File: src/rtl/ingreso_operandos.sv
// Operand-entry controller: synchronizes the board inputs, debounces ENTER and
// steps A -> B -> operator -> result, producing the display selector and operands.
module ingreso_operandos #(
  parameter int in_length       = 16,
  parameter int DEBOUNCE_CYCLES = 1000000
) (
  input  logic                 CLK,
  input  logic                 RESET,
  input  logic                 BTN_ENTER,
  input  logic                 BTN_CLEAR,
  input  logic [in_length-1:0] SWITCHES,
  input  logic [1:0]           OP_SEL,
  output logic [1:0]           STATE,
  output logic [in_length-1:0] A_OUT,
  output logic [in_length-1:0] B_OUT,
  output logic [1:0]           OP_OUT,
  output logic                 RESULT_VALID
);

  localparam int CNT_W = (DEBOUNCE_CYCLES > 1) ? $clog2(DEBOUNCE_CYCLES) : 1;
  localparam logic [CNT_W-1:0] CNT_LAST = CNT_W'(DEBOUNCE_CYCLES - 1);

  typedef enum logic [1:0] {
    S_NO_DATA = 2'd0,
    S_SHOW_A  = 2'd1,
    S_SHOW_B  = 2'd2,
    S_RESULT  = 2'd3
  } state_t;

  logic                 r_enter_meta, r_enter_sync;
  logic                 r_clear_meta, r_clear_sync;
  logic [in_length-1:0] r_sw_meta, r_sw_sync;
  logic [1:0]           r_op_meta, r_op_sync;
  logic [CNT_W-1:0]     r_cnt;
  logic                 r_enter_stable, r_enter_stable_d;
  logic                 w_enter_pulse;
  state_t               r_state;
  logic [in_length-1:0] r_a, r_b;
  logic [1:0]           r_op;
  logic                 r_valid;

  always_ff @(posedge CLK or negedge RESET) begin
    if (!RESET) begin
      r_enter_meta <= 1'b0;
      r_enter_sync <= 1'b0;
      r_clear_meta <= 1'b0;
      r_clear_sync <= 1'b0;
      r_sw_meta    <= '0;
      r_sw_sync    <= '0;
      r_op_meta    <= '0;
      r_op_sync    <= '0;
    end else begin
      r_enter_meta <= BTN_ENTER;
      r_enter_sync <= r_enter_meta;
      r_clear_meta <= BTN_CLEAR;
      r_clear_sync <= r_clear_meta;
      r_sw_meta    <= SWITCHES;
      r_sw_sync    <= r_sw_meta;
      r_op_meta    <= OP_SEL;
      r_op_sync    <= r_op_meta;
    end
  end

  // Any cycle where the synchronized level agrees with the accepted one restarts the count.
  always_ff @(posedge CLK or negedge RESET) begin
    if (!RESET) begin
      r_cnt            <= '0;
      r_enter_stable   <= 1'b0;
      r_enter_stable_d <= 1'b0;
    end else begin
      r_enter_stable_d <= r_enter_stable;
      if (r_enter_sync == r_enter_stable) begin
        r_cnt <= '0;
      end else if (r_cnt == CNT_LAST) begin
        r_cnt          <= '0;
        r_enter_stable <= r_enter_sync;
      end else begin
        r_cnt <= r_cnt + CNT_W'(1);
      end
    end
  end

  assign w_enter_pulse = r_enter_stable & ~r_enter_stable_d;

  always_ff @(posedge CLK or negedge RESET) begin
    if (!RESET) begin
      r_state <= S_NO_DATA;
      r_a     <= '0;
      r_b     <= '0;
      r_op    <= '0;
      r_valid <= 1'b0;
    end else if (r_clear_sync) begin
      r_state <= S_NO_DATA;
      r_a     <= '0;
      r_b     <= '0;
      r_op    <= '0;
      r_valid <= 1'b0;
    end else if (w_enter_pulse) begin
      case (r_state)
        S_NO_DATA: begin
          r_state <= S_SHOW_A;
          r_a     <= r_sw_sync;
        end
        S_SHOW_A: begin
          r_state <= S_SHOW_B;
          r_b     <= r_sw_sync;
        end
        S_SHOW_B: begin
          r_state <= S_RESULT;
          r_op    <= r_op_sync;
          r_valid <= 1'b1;
        end
        default: begin
          r_state <= S_NO_DATA;
          r_a     <= '0;
          r_b     <= '0;
          r_op    <= '0;
          r_valid <= 1'b0;
        end
      endcase
    end
  end

  assign STATE        = r_state;
  assign A_OUT        = r_a;
  assign B_OUT        = r_b;
  assign OP_OUT       = r_op;
  assign RESULT_VALID = r_valid;

endmodule

File: config.mk
export PLATFORM = sky130hd
export DESIGN_NAME = ingreso_operandos
export DESIGN_NICKNAME = d
export VERILOG_FILES = /design/src/rtl/ingreso_operandos.sv
export SDC_FILE = /design/constraint.sdc
export NUM_CORES = 1
export LEC_CHECK = 0
export ABC_AREA = 0
export BUFFER_PORTS_ARGS = -buffer_cell sky130_fd_sc_hd__buf_2
export CORE_MARGIN = 1.5
export CORE_UTILIZATION = 35
export CTS_CLUSTER_SIZE = 25
export DETAILED_ROUTE_END_ITERATION = 6
export SYNTH_ARGS = -nofsm -noshare
export SYNTH_HDL_FRONTEND = slang
export SYNTH_SLANG_ARGS = --single-unit
File: constraint.sdc
create_clock -name CLK -period 2.6 [get_ports CLK]
set_clock_uncertainty 0.1 [all_clocks]
set_input_delay 0.26 -clock CLK [delete_from_list [all_inputs] [get_ports CLK]]
set_output_delay 0.26 -clock CLK [all_outputs]
set_load 0.02 [all_outputs]
=== After elaboration in Yosys (flattened, before gate mapping) ===
Cells that the tools add are included.
Widths: inputs -> output; s select.

* Flip-flop bits (word level): 99
* Input port bits: 22
* Output and inout port bits: 37
* Logic and storage cells: 53

* $add $sub $neg: 1
* Equality and inequality tests: 7
* Mux-type cells: 17
* Bitwise operators: 3
* Reductions and logical operators: 9

{| class="wikitable"
|+ Operators by type and width
! cell !! number
|-
| $mux 16 || 4
|-
| $pmux 16 s2 || 2
|-
| $mux 20 || 2
|-
| $add 20x1->20 const B || 1
|-
| $eq 20x20->1 const B || 1
|-
| $mux 2 || 4
|-
| $reduce_and 2->1 || 4
|-
| $ne 2x1->1 const B || 3
|-
| $pmux 2 s3 || 1
|-
| $reduce_or 2->1 || 3
|-
| $pmux 2 s2 || 1
|-
| $eq 2x1->1 const B || 1
|-
| $eq 2x2->1 const B || 1
|-
| $logic_not 2->1 || 1
|-
| $mux 1 || 2
|-
| $not 1->1 || 2
|-
| $pmux 1 s2 || 1
|-
| $reduce_bool 2->1 || 1
|-
| $and 1x1->1 || 1
|-
| $eq 1x1->1 || 1
|}

=== Logic depth before layout (Yosys ltp) ===
Gate-level depths: netlist (run 1).

* Word-level depth: 5
* Mapped depth: 7
* Mapped depth without buffers: 6

=== Least setup slack after synthesis (run 1) ===
Ideal clock, no wire load.

* Path type: reg-to-reg
* From: register r_state[0], in the netlist STATE[0]
* To: register r_a[10], in the netlist A_OUT[10]
* Arrival time: 1.656 ns
* Slack: 0.778 ns
* Cell stages (with the launch flop): 7
* Path buffers: 1
* Clock period less this slack: 1.822 ns
* Cell sequence: dfrtp_1 inv_1 ha_1 inv_1 a21oi_1 buf_2 a22o_1

* Word-level cells in the longest chain between the ends: 5

{| class="wikitable"
|+ RTL lines
! item !! RTL line !! text
|-
| from (decl) || 37 || <nowiki>state_t r_state;</nowiki>
|-
| from (signal assigned) || 87 || <nowiki>r_state <= S_NO_DATA;</nowiki>
|-
| from (signal assigned) || 93 || <nowiki>r_state <= S_NO_DATA;</nowiki>
|-
| from (signal assigned) || 101 || <nowiki>r_state <= S_SHOW_A;</nowiki>
|-
| $eq 2x2->1 / $eq 2x1->1 (equally long branches) || 99 || <nowiki>case (r_state)</nowiki>
|-
| $reduce_or 2->1 (no line) || - ||
|-
| $pmux 16 s2 || 99 ||
|-
| $mux 16 || 98 || <nowiki>end else if (w_enter_pulse) begin</nowiki>
|-
| $mux 16 || 92 || <nowiki>end else if (r_clear_sync) begin</nowiki>
|-
| to (signal assigned) || 102 || <nowiki>r_a <= r_sw_sync;</nowiki>
|-
| to (decl) || 38 || <nowiki>logic [in_length-1:0] r_a, r_b;</nowiki>
|}

Parallel ways exist; a longest one is shown, timed or not. The select of a mux whose other input is x is not followed.
A chain may end at the register's enable or synchronous reset.

=== Final worst setup path (run 1) ===
* From: register r_state[1], in the netlist STATE[1]
* To: register r_a[9], in the netlist A_OUT[9]

Same word-level chain as after synthesis.

==> results of run 1 <==
==> cell type report <==
class,count,area share
Tap cell,136,0.03746
Timing Repair Buffer,85,0.1234
Clock buffer,10,0.03029
Sequential cell,99,0.5453
Multi-Input combinational cell,176,0.2402
Inverter,7,0.005784
Clock inverter,6,0.01763
==> logic make-up after synthesis <==
| group | Yosys count | share of synthesized area |
|---|---|---|
| and+or+nand+nor | 105 | 0.1463 |
| DFF | 99 | 0.6769 |
| xor gates and xnor gates | 14 | 0.03350 |
| buffers and inverters | 21 | 0.02598 |
| adders and majority gates | 5 | 0.01709 |
| AOI/OAI and AO/OA | 48 | 0.08855 |
| muxes | 4 | 0.01162 |
==> per-stage QoR <==
| step | utilization | area [sq um] | total power, uW |
|---|---|---|---|
| 3_5_place_dp | 0.4022 | 4115 | 1782 |
| 3_3_place_gp | 0.4022 | 4115 | 1778 |
| 5_1_grt | 0.4441 | 4543 | 2937 |
| 4_1_cts | 0.4441 | 4543 | 2850 |
| 6_report | 0.4441 | 4543 | 2808 |
| 2_1_floorplan | - | 3660 | 1699 |
==> power groups by stage <==
stage / Sequential (uW) / Combinational (uW) / Clock [uW]
after floorplan: 1650 / 49.0 / 0
after global placement: 1640 / 135 / 0
after detailed placement: 1640 / 138 / 0
after CTS: 1610 / 163 / 1070
after global routing: 1620 / 178 / 1140
final: 1610 / 159 / 1040
==> cell usage in the layout (no fill, tap or decap), types with 2 or more instances in the layout <==
cell / Yosys / layout
xnor2_1: 10 / 10
mux2i_1: 2 / 2
nor3_1: 7 / 7
a21oi_1: 6 / 5
nand3_1: 7 / 7
o21ai_0: 23 / 23
mux2_2: 2 / 2
dfrtp_1: 99 / 99
nand2_1: 44 / 44
nor4_1: 4 / 4
nand4_1: 5 / 5
or3_1: 2 / 2
buf_2: 4 / 57
buf_4: 0 / 6
nor2_2: 10 / 10
xor2_1: 4 / 4
dlygate4sd3_1: 0 / 21
nor2b_1: 3 / 3
ha_1: 5 / 5
inv_6: 0 / 3
and3_1: 2 / 2
a22o_1: 16 / 16
inv_1: 7 / 7
clkbuf_8: 0 / 10
nor2_1: 11 / 11
==> worst max-delay path by stage <==
| stage | end | slack, ns | depth (start not counted) |
|---|---|---|---|
| floorplan | A_OUT[10] | 0.78 | 6 |
| global placement | A_OUT[6] | 0.47 | 5 |
| detailed placement | A_OUT[8] | 0.36 | 5 |
| CTS | A_OUT[9] | 0.34 | 5 |
| global route | A_OUT[15] | 0.14 | 5 |
| finish | A_OUT[9] | 0.36 | 5 |
==> registers in the layout, summed over array words and instances (netlist names), 2 cells and up <==
register,count
r_cnt,20
A_OUT,16
B_OUT,16
r_sw_meta,16
r_sw_sync,16
OP_OUT,2
STATE,2
r_op_meta,2
r_op_sync,2
==> worst max-delay path, cell delays in order (launching register included) <==
cell and delay [ns]:
dfrtp_1 0.43, inv_1 0.09, ha_1 0.30, inv_1 0.05, a21oi_1 0.93, a22o_1 0.28
==> timing repair <==
item                                    CTS  global route
endpoints found under the hold margin    61             0
hold buffers                             21             0
endpoints found under the setup margin    0             0
==> routing by layer <==
layer,share of wire,vias up,track usage
li1,-,1169,-
met1,0.47,1145,0.1879
met2,0.47,54,0.2087
met3,0.047,8,0.03340
met4,0.014,0,0.06458
met5,0,-,0
==> impl_metrics.toml, run 1 <==
[pwr]
power_density_mw_per_mm2 = 618.0
peakVddDrop_mv = 0.2395
p_switching_uw = 668.4
p_clk_frac = 0.369
pwr-share-comb = 0.057
p_sw_frac = 0.2381
power_frac_seq = 0.574
power.leakage_uw = 0.002089
internal-power_uw = 2139

[setup_path]
r2r_end = "A_OUT[9]"
cp-start-kind = "flop"
cp-startpoint = "STATE[1]"
reg2reg_depth = 5
crit_fanout = 17
worst_setup_path_end_kind = "flop"
ff2ff_setup_slack_ns = 0.36
critical_path_required_ns = 2.79
rr_startpoint = "STATE[1]"
critPathKind = "reg2reg"
worst_ep_arrival_time_ns = 2.43

[layout]
drive_gt1_frac = 0.2611
multi_input_area_sq_mm = 0.001091
seqCellArea_sq_mm = 0.002477
areaGrowthSynthToFinish_pct = 24.14
final_nets = 405
num-fill-cells = 984
stdcell_count = 519
insertedDiodeCount = 0

[placed_design]
io_buffers = 58
post-place-ws_ns = 0.3621
dpl.hpwl_microns = 4832
gp_congestion = 0.7774
post-place-cells = 482

[sta]
relSlewSlack = 0.1721
tightest_slew_ns = 1.242
whs_ns = 0.2487
slew_violations = 0
post-route-period-util = 0.8613
fin_crit_ns = 2.240
hold_viol_final = 0
rsz0062_at_grt = "no"
setup_tns_ns = 0
setup_ws_ns = 0.3605
max_freq_ghz = 0.4465
setup_violations = 0

[logic_synthesis]
synth_top_cell_area_share = 0.6769
async_flop_share = 1.000
synth_cell_types = 36
ys_seq_elements = 99
post-synth-top-count-cell = "dfrtp_1"
synthFlopType = "dfrtp_1"
syn_nets = 323
synth_cells = 296
netlist_area_sq_mm = 0.003660
synth-edff-count = 0
ys_warn_count = 0
ys_seq_area_frac = 0.6769
syn_avg_cell_area_sq_um = 12.36
synthTopCellsByArea = "dfrtp_1, nand2_1, a22o_1"
ys_top_cells_by_count = "dfrtp_1, nand2_1, o21ai_0, a22o_1, nor2_1"
synth_top_area_cell = "dfrtp_1"

[global_routing]
overflow = 0
grt_start_max_net_pins = 45
grt_antenna_before_repair = 0
grt_pass1_vias = 2386
grtUsageTotal = 0.1381
grt_pass1_wl_microns = 11850

[detailed_routing]
num_vias = 2376
first_pass_iters = 4
finalWirelength_microns = 6790
wl_per_cell_microns = 13.08
drt_iter0_drc = 131
drcViolationCount = 0
antenna_left = 0
viasPerCell = 4.578

[floorplanning]
core-area_sq_mm = 0.01023
die_h_microns = 105.3
io-pin-count = 59
initial_core_util = 0.3577
dieWidth_microns = 105.3
fp.dieArea_sq_mm = 0.01108
fp-row-count = 37

[clock_tree]
clock_path_buffers = 2
ctsResizeCount = 0
htree_num_levels = 3
root_buffer = "clkbuf_8"
clock_latency_ns = 0.36
cts_setup_buffers = 0
clk_pin_slew_worst_paths_ns = 0.10
clock-sinks = 99
numCtsBuffers = 9
cts_tree = "built"

[min_path]
min_to = "r_sw_sync[8]"
min_delay_path_depth = 0
hold_path_class = "reg2reg"
worstHoldStart = "r_sw_meta[8]"

[status]
outcome = "finished clean"

[flow_run]
drv_cap = 0
(Power assumes the default switching activity.)
==> run 2, diff against run 1 <==
--- a/config.mk
+++ b/config.mk
@@ -5,7 +5,7 @@
 export SDC_FILE = /design/constraint.sdc
 export NUM_CORES = 1
 export LEC_CHECK = 0
-export ABC_AREA = 0
+export ABC_AREA = 1
 export BUFFER_PORTS_ARGS = -buffer_cell sky130_fd_sc_hd__buf_2
 export CORE_MARGIN = 1.5
 export CORE_UTILIZATION = 35
==> run 2 against run 1 <==
Net effect:
- utilization rose by 0.11 points
- via count increased by 15%
- routed wire length grew 11%
- cell area rose by 2.5%
- final cell count increased by 16%
- clock-buffer cell count fell by 1
- critical path depth increased by 2
- sequential power hardly changed
- flip-flop and latch count is the same
- clock power shrank 11%
- combinational power grew 33%
- critical path type unchanged
- critical endpoint is now B_OUT[8]
==> impl_metrics.toml, run 2 <==
[status]
outcome = "finished clean"

[flow_run]
drv_cap = 0

[detailed_routing]
wl_per_cell_microns = 12.47
viasPerCell = 4.522
drt_iter0_drc = 177
first_pass_iters = 4
finalWirelength_microns = 7504
num_vias = 2722
drcViolationCount = 0
antenna_left = 0

[floorplanning]
fp.dieArea_sq_mm = 0.01151
initial_core_util = 0.3639
core-area_sq_mm = 0.01046
io-pin-count = 59
fp-row-count = 37
dieWidth_microns = 107.3
die_h_microns = 107.3

[layout]
areaGrowthSynthToFinish_pct = 22.31
insertedDiodeCount = 0
final_nets = 488
stdcell_count = 602
final_cell_mix = "dfrtp_1, buf_2, inv_1"
fin_util = 0.4451
largest_reg_flops = 20
final_common_cell = "dfrtp_1"
drive_gt1_frac = 0.1888
top_register = "r_cnt"

[min_path]
min_delay_path_depth = 0
worstHoldStart = "r_sw_meta[7]"
hold_path_class = "reg2reg"
min_to = "r_sw_sync[7]"

[global_routing]
grt_start_max_net_pins = 62
grt_pass1_vias = 2680
use_met3 = 0.03935
overflow = 0
grtUsageMet2 = 0.2266
grtUsageMet1 = 0.1876
grtUsageTotal = 0.1452
grt_antenna_before_repair = 0
busiest_layer = "met2"
grt_pass1_wl_microns = 12890

[sta]
setup_tns_ns = 0
fin_crit_ns = 1.657
hold_viol_final = 0
max_freq_ghz = 0.6036
relSlewSlack = 0.6351
tightest_slew_ns = 0.5455
post-route-period-util = 0.6372
slew_violations = 0
setup_violations = 0
whs_ns = 0.2535
setup_ws_ns = 0.9434
rsz0062_at_grt = "no"

[setup_path]
r2r_end = "B_OUT[8]"
worst_path_max_delay_cell = "dfrtp_1"
reg2reg_depth = 7
cp-start-kind = "flop"
path_common_cell = "o21ai_0"
critical_path_required_ns = 2.79
worst_setup_path_end_kind = "flop"
crit_fanout = 33
crit_chain = "inv_1 > ha_1 > o21ai_0 > and2_1 > buf_4 > nand3_1 > o21ai_0"
cp-startpoint = "STATE[0]"
critical_path.max_stage_delay_ns = 0.42
rr_startpoint = "STATE[0]"
critPathKind = "reg2reg"
ff2ff_setup_slack_ns = 0.94
worst_ep_arrival_time_ns = 1.84

[clock_tree]
clock_path_buffers = 2
clk_pin_slew_worst_paths_ns = 0.10
clock-sinks = 99
root_buffer = "clkbuf_8"
cts_hold_buf = 21
clock_latency_ns = 0.37
cts_setup_buffers = 0
cts_tree = "built"
numCtsBuffers = 9
htree_num_levels = 3
ctsResizeCount = 0

[placed_design]
post-place-ws_ns = 0.9602
io_buffers = 58
post-place-cells = 565
dpl.hpwl_microns = 5076
gp_congestion = 0.8208

[logic_synthesis]
synth_top_family_by_area = "simple AND/OR/NAND/NOR gates"
async_flop_share = 1.000
synth_top_cell_area_share = 0.6507
synth_top_area_cell = "dfrtp_1"
yosys.area_share.xor_xnor = 0.02530
syn_nets = 400
synthAdderAreaFrac = 0.01643
synth_cells = 373
netlist_area_sq_mm = 0.003807
synth_cell_types = 25
ys_seq_area_frac = 0.6507
ys_warn_count = 0
synth-edff-count = 0
synthTopCellsByArea = "dfrtp_1, nand3_1, inv_1"
ys_seq_elements = 99
synthFlopType = "dfrtp_1"
ys_top_cells_by_count = "dfrtp_1, inv_1, nand3_1, nor2_1, o21ai_0"
synthSimpleGateAreaFrac = 0.1706
synthMuxAreaShare = 0
post-synth-top-count-cell = "dfrtp_1"
syn_avg_cell_area_sq_um = 10.21
synth_compound_area_frac = 0.06507

[pwr]
power_density_mw_per_mm2 = 592.5
power.leakage_uw = 0.002219
peakVddDrop_mv = 0.2377
## run 2: metrics by stage
step,power (uW),instance area (sq um)
floorplan,1752,3807
global placement,1845,4264
detailed placement,1850,4264
CTS,2816,4657
global route,2901,4657
finish,2759,4657
## run 2: how the worst max path moves through the flow
stage	slack, ns	endpoint	cells past startpoint
6_report	0.94	B_OUT[8]	7
5_1_grt	0.73	B_OUT[10]	7
4_1_cts	0.94	B_OUT[8]	7
3_5_place_dp	0.96	B_OUT[6]	7
3_3_place_gp	1.02	B_OUT[2]	7
2_1_floorplan	0.90	A_OUT[10]	5
## run 2: layout make-up
cell class,instances,area (sq um)
clock inverters,7,58.81
well taps,136,170.2
repair buffers,85,560.5
inverters,56,210.2
multi-input cells,210,1056
flip-flops and latches,99,2477
fillers,1039,5806
clock buffers,9,123.9
## run 2: layer usage
metal | vias to the layer above | wire length, microns | share of wire
met4 | 0 | 197 | 0.026
met3 | 17 | 363 | 0.048
met5 | - | 0 | 0
met2 | 63 | 3447 | 0.46
met1 | 1280 | 3495 | 0.47
li1 | 1362 | - | -
## run 2: cells by family (layout without fill, tap and decap cells)
kind of cell | count (synthesis) | in the layout
flip-flops | 99 | 99
buffers and inverters | 64 | 157
XOR/XNOR | 11 | 11
AO/OA/AOI/OAI | 47 | 47
AND/OR/NAND/NOR | 147 | 147
adder cells (fa/ha/maj) | 5 | 5
## run 2: worst max-delay path: cells and delay by family, from the launching register on
kind | cells | cell delay, ns
AO/OA/AOI/OAI | 2 | 0.24
adder cells (fa/ha/maj) | 1 | 0.22
buffers and inverters | 2 | 0.37
flip-flops | 1 | 0.42
AND/OR/NAND/NOR | 2 | 0.24
## run 2: power breakdown
group          internal, uW  switching [uW]  total (uW)
Clock                   362             559         921
Sequential             1600            29.9        1630
Combinational          77.9             134         212
Total                  2040             722        2760
==> run 3, diff against run 2 <==
--- a/config.mk
+++ b/config.mk
@@ -5,7 +5,7 @@
 export SDC_FILE = /design/constraint.sdc
 export NUM_CORES = 1
 export LEC_CHECK = 0
-export ABC_AREA = 1
+export ABC_AREA = 0
 export BUFFER_PORTS_ARGS = -buffer_cell sky130_fd_sc_hd__buf_2
 export CORE_MARGIN = 1.5
 export CORE_UTILIZATION = 35
==> constraint.sdc (replaced) <==
create_clock -name CLK -period 1.7 [get_ports CLK]
set_clock_uncertainty 0.1 [all_clocks]
set_input_delay 0.17 -clock CLK [delete_from_list [all_inputs] [get_ports CLK]]
set_output_delay 0.17 -clock CLK [all_outputs]
set_load 0.02 [all_outputs]
==> run 3 against run 2 <==
Net effect:
- die area fell by 3.8%
- utilization rose by 2.6 points
- largest power group unchanged
- largest cell class unchanged
- total power up 50%
==> impl_metrics.toml, run 3 (same netlist as run 1, synthesis figures left out) <==
[status]
outcome = "finished clean"

[layout]
top_register = "r_cnt"
final_cell_mix = "dfrtp_1, buf_2, nand2_1"
num-fill-cells = 935
largest_reg_flops = 20
final_common_cell = "dfrtp_1"
areaGrowthSynthToFinish_pct = 31.59
final_nets = 433
drive_gt1_frac = 0.3333
insertedDiodeCount = 0

[detailed_routing]
antenna_left = 0
finalWirelength_microns = 7116
drcViolationCount = 0
first_pass_iters = 4
num_vias = 2470
drt_iter0_drc = 101
viasPerCell = 4.516
wl_per_cell_microns = 13.01

[floorplanning]
fp.dieArea_sq_mm = 0.01108
core-area_sq_mm = 0.01023
die_h_microns = 105.3
dieWidth_microns = 105.3
initial_core_util = 0.3577
fp-row-count = 37
io-pin-count = 59

[setup_path]
critical_path_required_ns = 1.84
worst_ep_arrival_time_ns = 1.82
critical_path.max_stage_delay_ns = 0.42
cp-start-kind = "flop"
crit_chain = "nor4b_1 > nand2_2 > o31ai_4 > buf_12 > a21oi_1"
worst_setup_path_end_kind = "flop"
worst_path_max_delay_cell = "dfrtp_1"
reg2reg_depth = 5
critPathKind = "reg2reg"
crit_fanout = 18

[pwr]
power_density_mw_per_mm2 = 861.9
power.leakage_uw = 0.002243
peakVddDrop_mv = 0.3695
total_power_uw = 4151

[sta]
setup_violations = 0
hold_viol_final = 0
slew_violations = 0
max_freq_ghz = 0.5930
tightest_slew_ns = 0.4702
setup_ws_ns = 0.01378
setup_tns_ns = 0
rsz0062_at_grt = "yes"
whs_ns = 0.2065
post-route-period-util = 0.9919
fin_crit_ns = 1.686
relSlewSlack = 0.6839

[clock_tree]
numCtsBuffers = 9
root_buffer = "clkbuf_8"
htree_num_levels = 3
clk_pin_slew_worst_paths_ns = 0.11
clock_latency_ns = 0.36
clock_path_buffers = 2
clock-sinks = 99
cts_tree = "built"

[placed_design]
dpl.hpwl_microns = 4940
post-place-ws_ns = -0.2325
gp_congestion = 0.8295
io_buffers = 58

[global_routing]
grt_antenna_before_repair = 0
grtUsageTotal = 0.1416
grt_start_max_net_pins = 38
grt_pass1_vias = 2537
grt_pass1_wl_microns = 12340
overflow = 0

[min_path]
hold_path_class = "in2async"

[flow_run]
drv_cap = 0
## run 3: cell count changes in the layout (fill, tap and decap cells not counted), moves of 4 or more
cell / delta
a22o_1: +14
xnor2_1: +7
nand2_1: +6
nor2_2: +6
xor2_1: -4
buf_4: +25
inv_1: -48
nor3_1: +5
nand3_1: -41
nor2_1: -36
o21ai_0: -15
## run 3: final timing paths
| check | end | start | slack, ns |
|---|---|---|---|
| setup / recovery | r_cnt[18] | r_cnt[6] | 0.01 |
| hold / removal | B_OUT[10] | RESET | 0.21 |
| setup reg to reg | r_cnt[18] | r_cnt[6] | 0.01 |
| hold reg to reg | r_sw_sync[5] | r_sw_meta[5] | 0.25 |
| max in group asynchronous | r_sw_sync[8] | RESET | 0.68 |
| min in group CLK | r_sw_sync[5] | r_sw_meta[5] | 0.25 |
## run 3: cell type report
cell class              count  area, sq um  share of cell area
multi-input cells         176         1144              0.2375
clock inverters             6        60.06             0.01247
repair buffers            113        808.3              0.1678
well taps                 136        170.2             0.03533
flip-flops and latches     99         2480              0.5149
clock buffers              10        127.6             0.02650
inverters                   7        26.28            0.005456
## run 3: where the power goes
part / switching (uW) / total (uW) / internal, uW
Sequential: 41.0 / 2470 / 2430
Clock: 842 / 1410 / 563
Combinational: 155 / 278 / 124
Total: 1040 / 4150 / 3110
## run 3: metrics by stage
stage / utilization / std cells / area [sq um]
after floorplan: - / 296 / 3685
after global placement: 0.4250 / 506 / 4348
after detailed placement: 0.4250 / 506 / 4348
after CTS: 0.4670 / 546 / 4778
after global routing: 0.4707 / 547 / 4816
final: 0.4707 / 547 / 4816
## run 3: worst max-delay path, delay by kind of cell (launching register included)
kind	cells	cell delay, ns
compound gates	2	0.34
buf+inv	1	0.20
flops	1	0.42
simple gates	2	0.50
## run 3: per-layer routing
layer / vias to the layer above / GRT usage / share of wire
li1: 1227 / - / -
met1: 1196 / 0.1942 / 0.48
met2: 42 / 0.2190 / 0.48
met3: 5 / 0.03216 / 0.038
met4: 0 / 0.05577 / 0.0074
met5: - / 0 / 0
## run 3: repair_timing
item                       in CTS  in global routing
resized for setup               3                  6
hold buffers                   21                  0
setup buffers                   3                  1
pin swaps                       1                  4
setup endpoints to repair      35                 34
gates cloned                    0                  0
hold endpoints to repair       53                  0
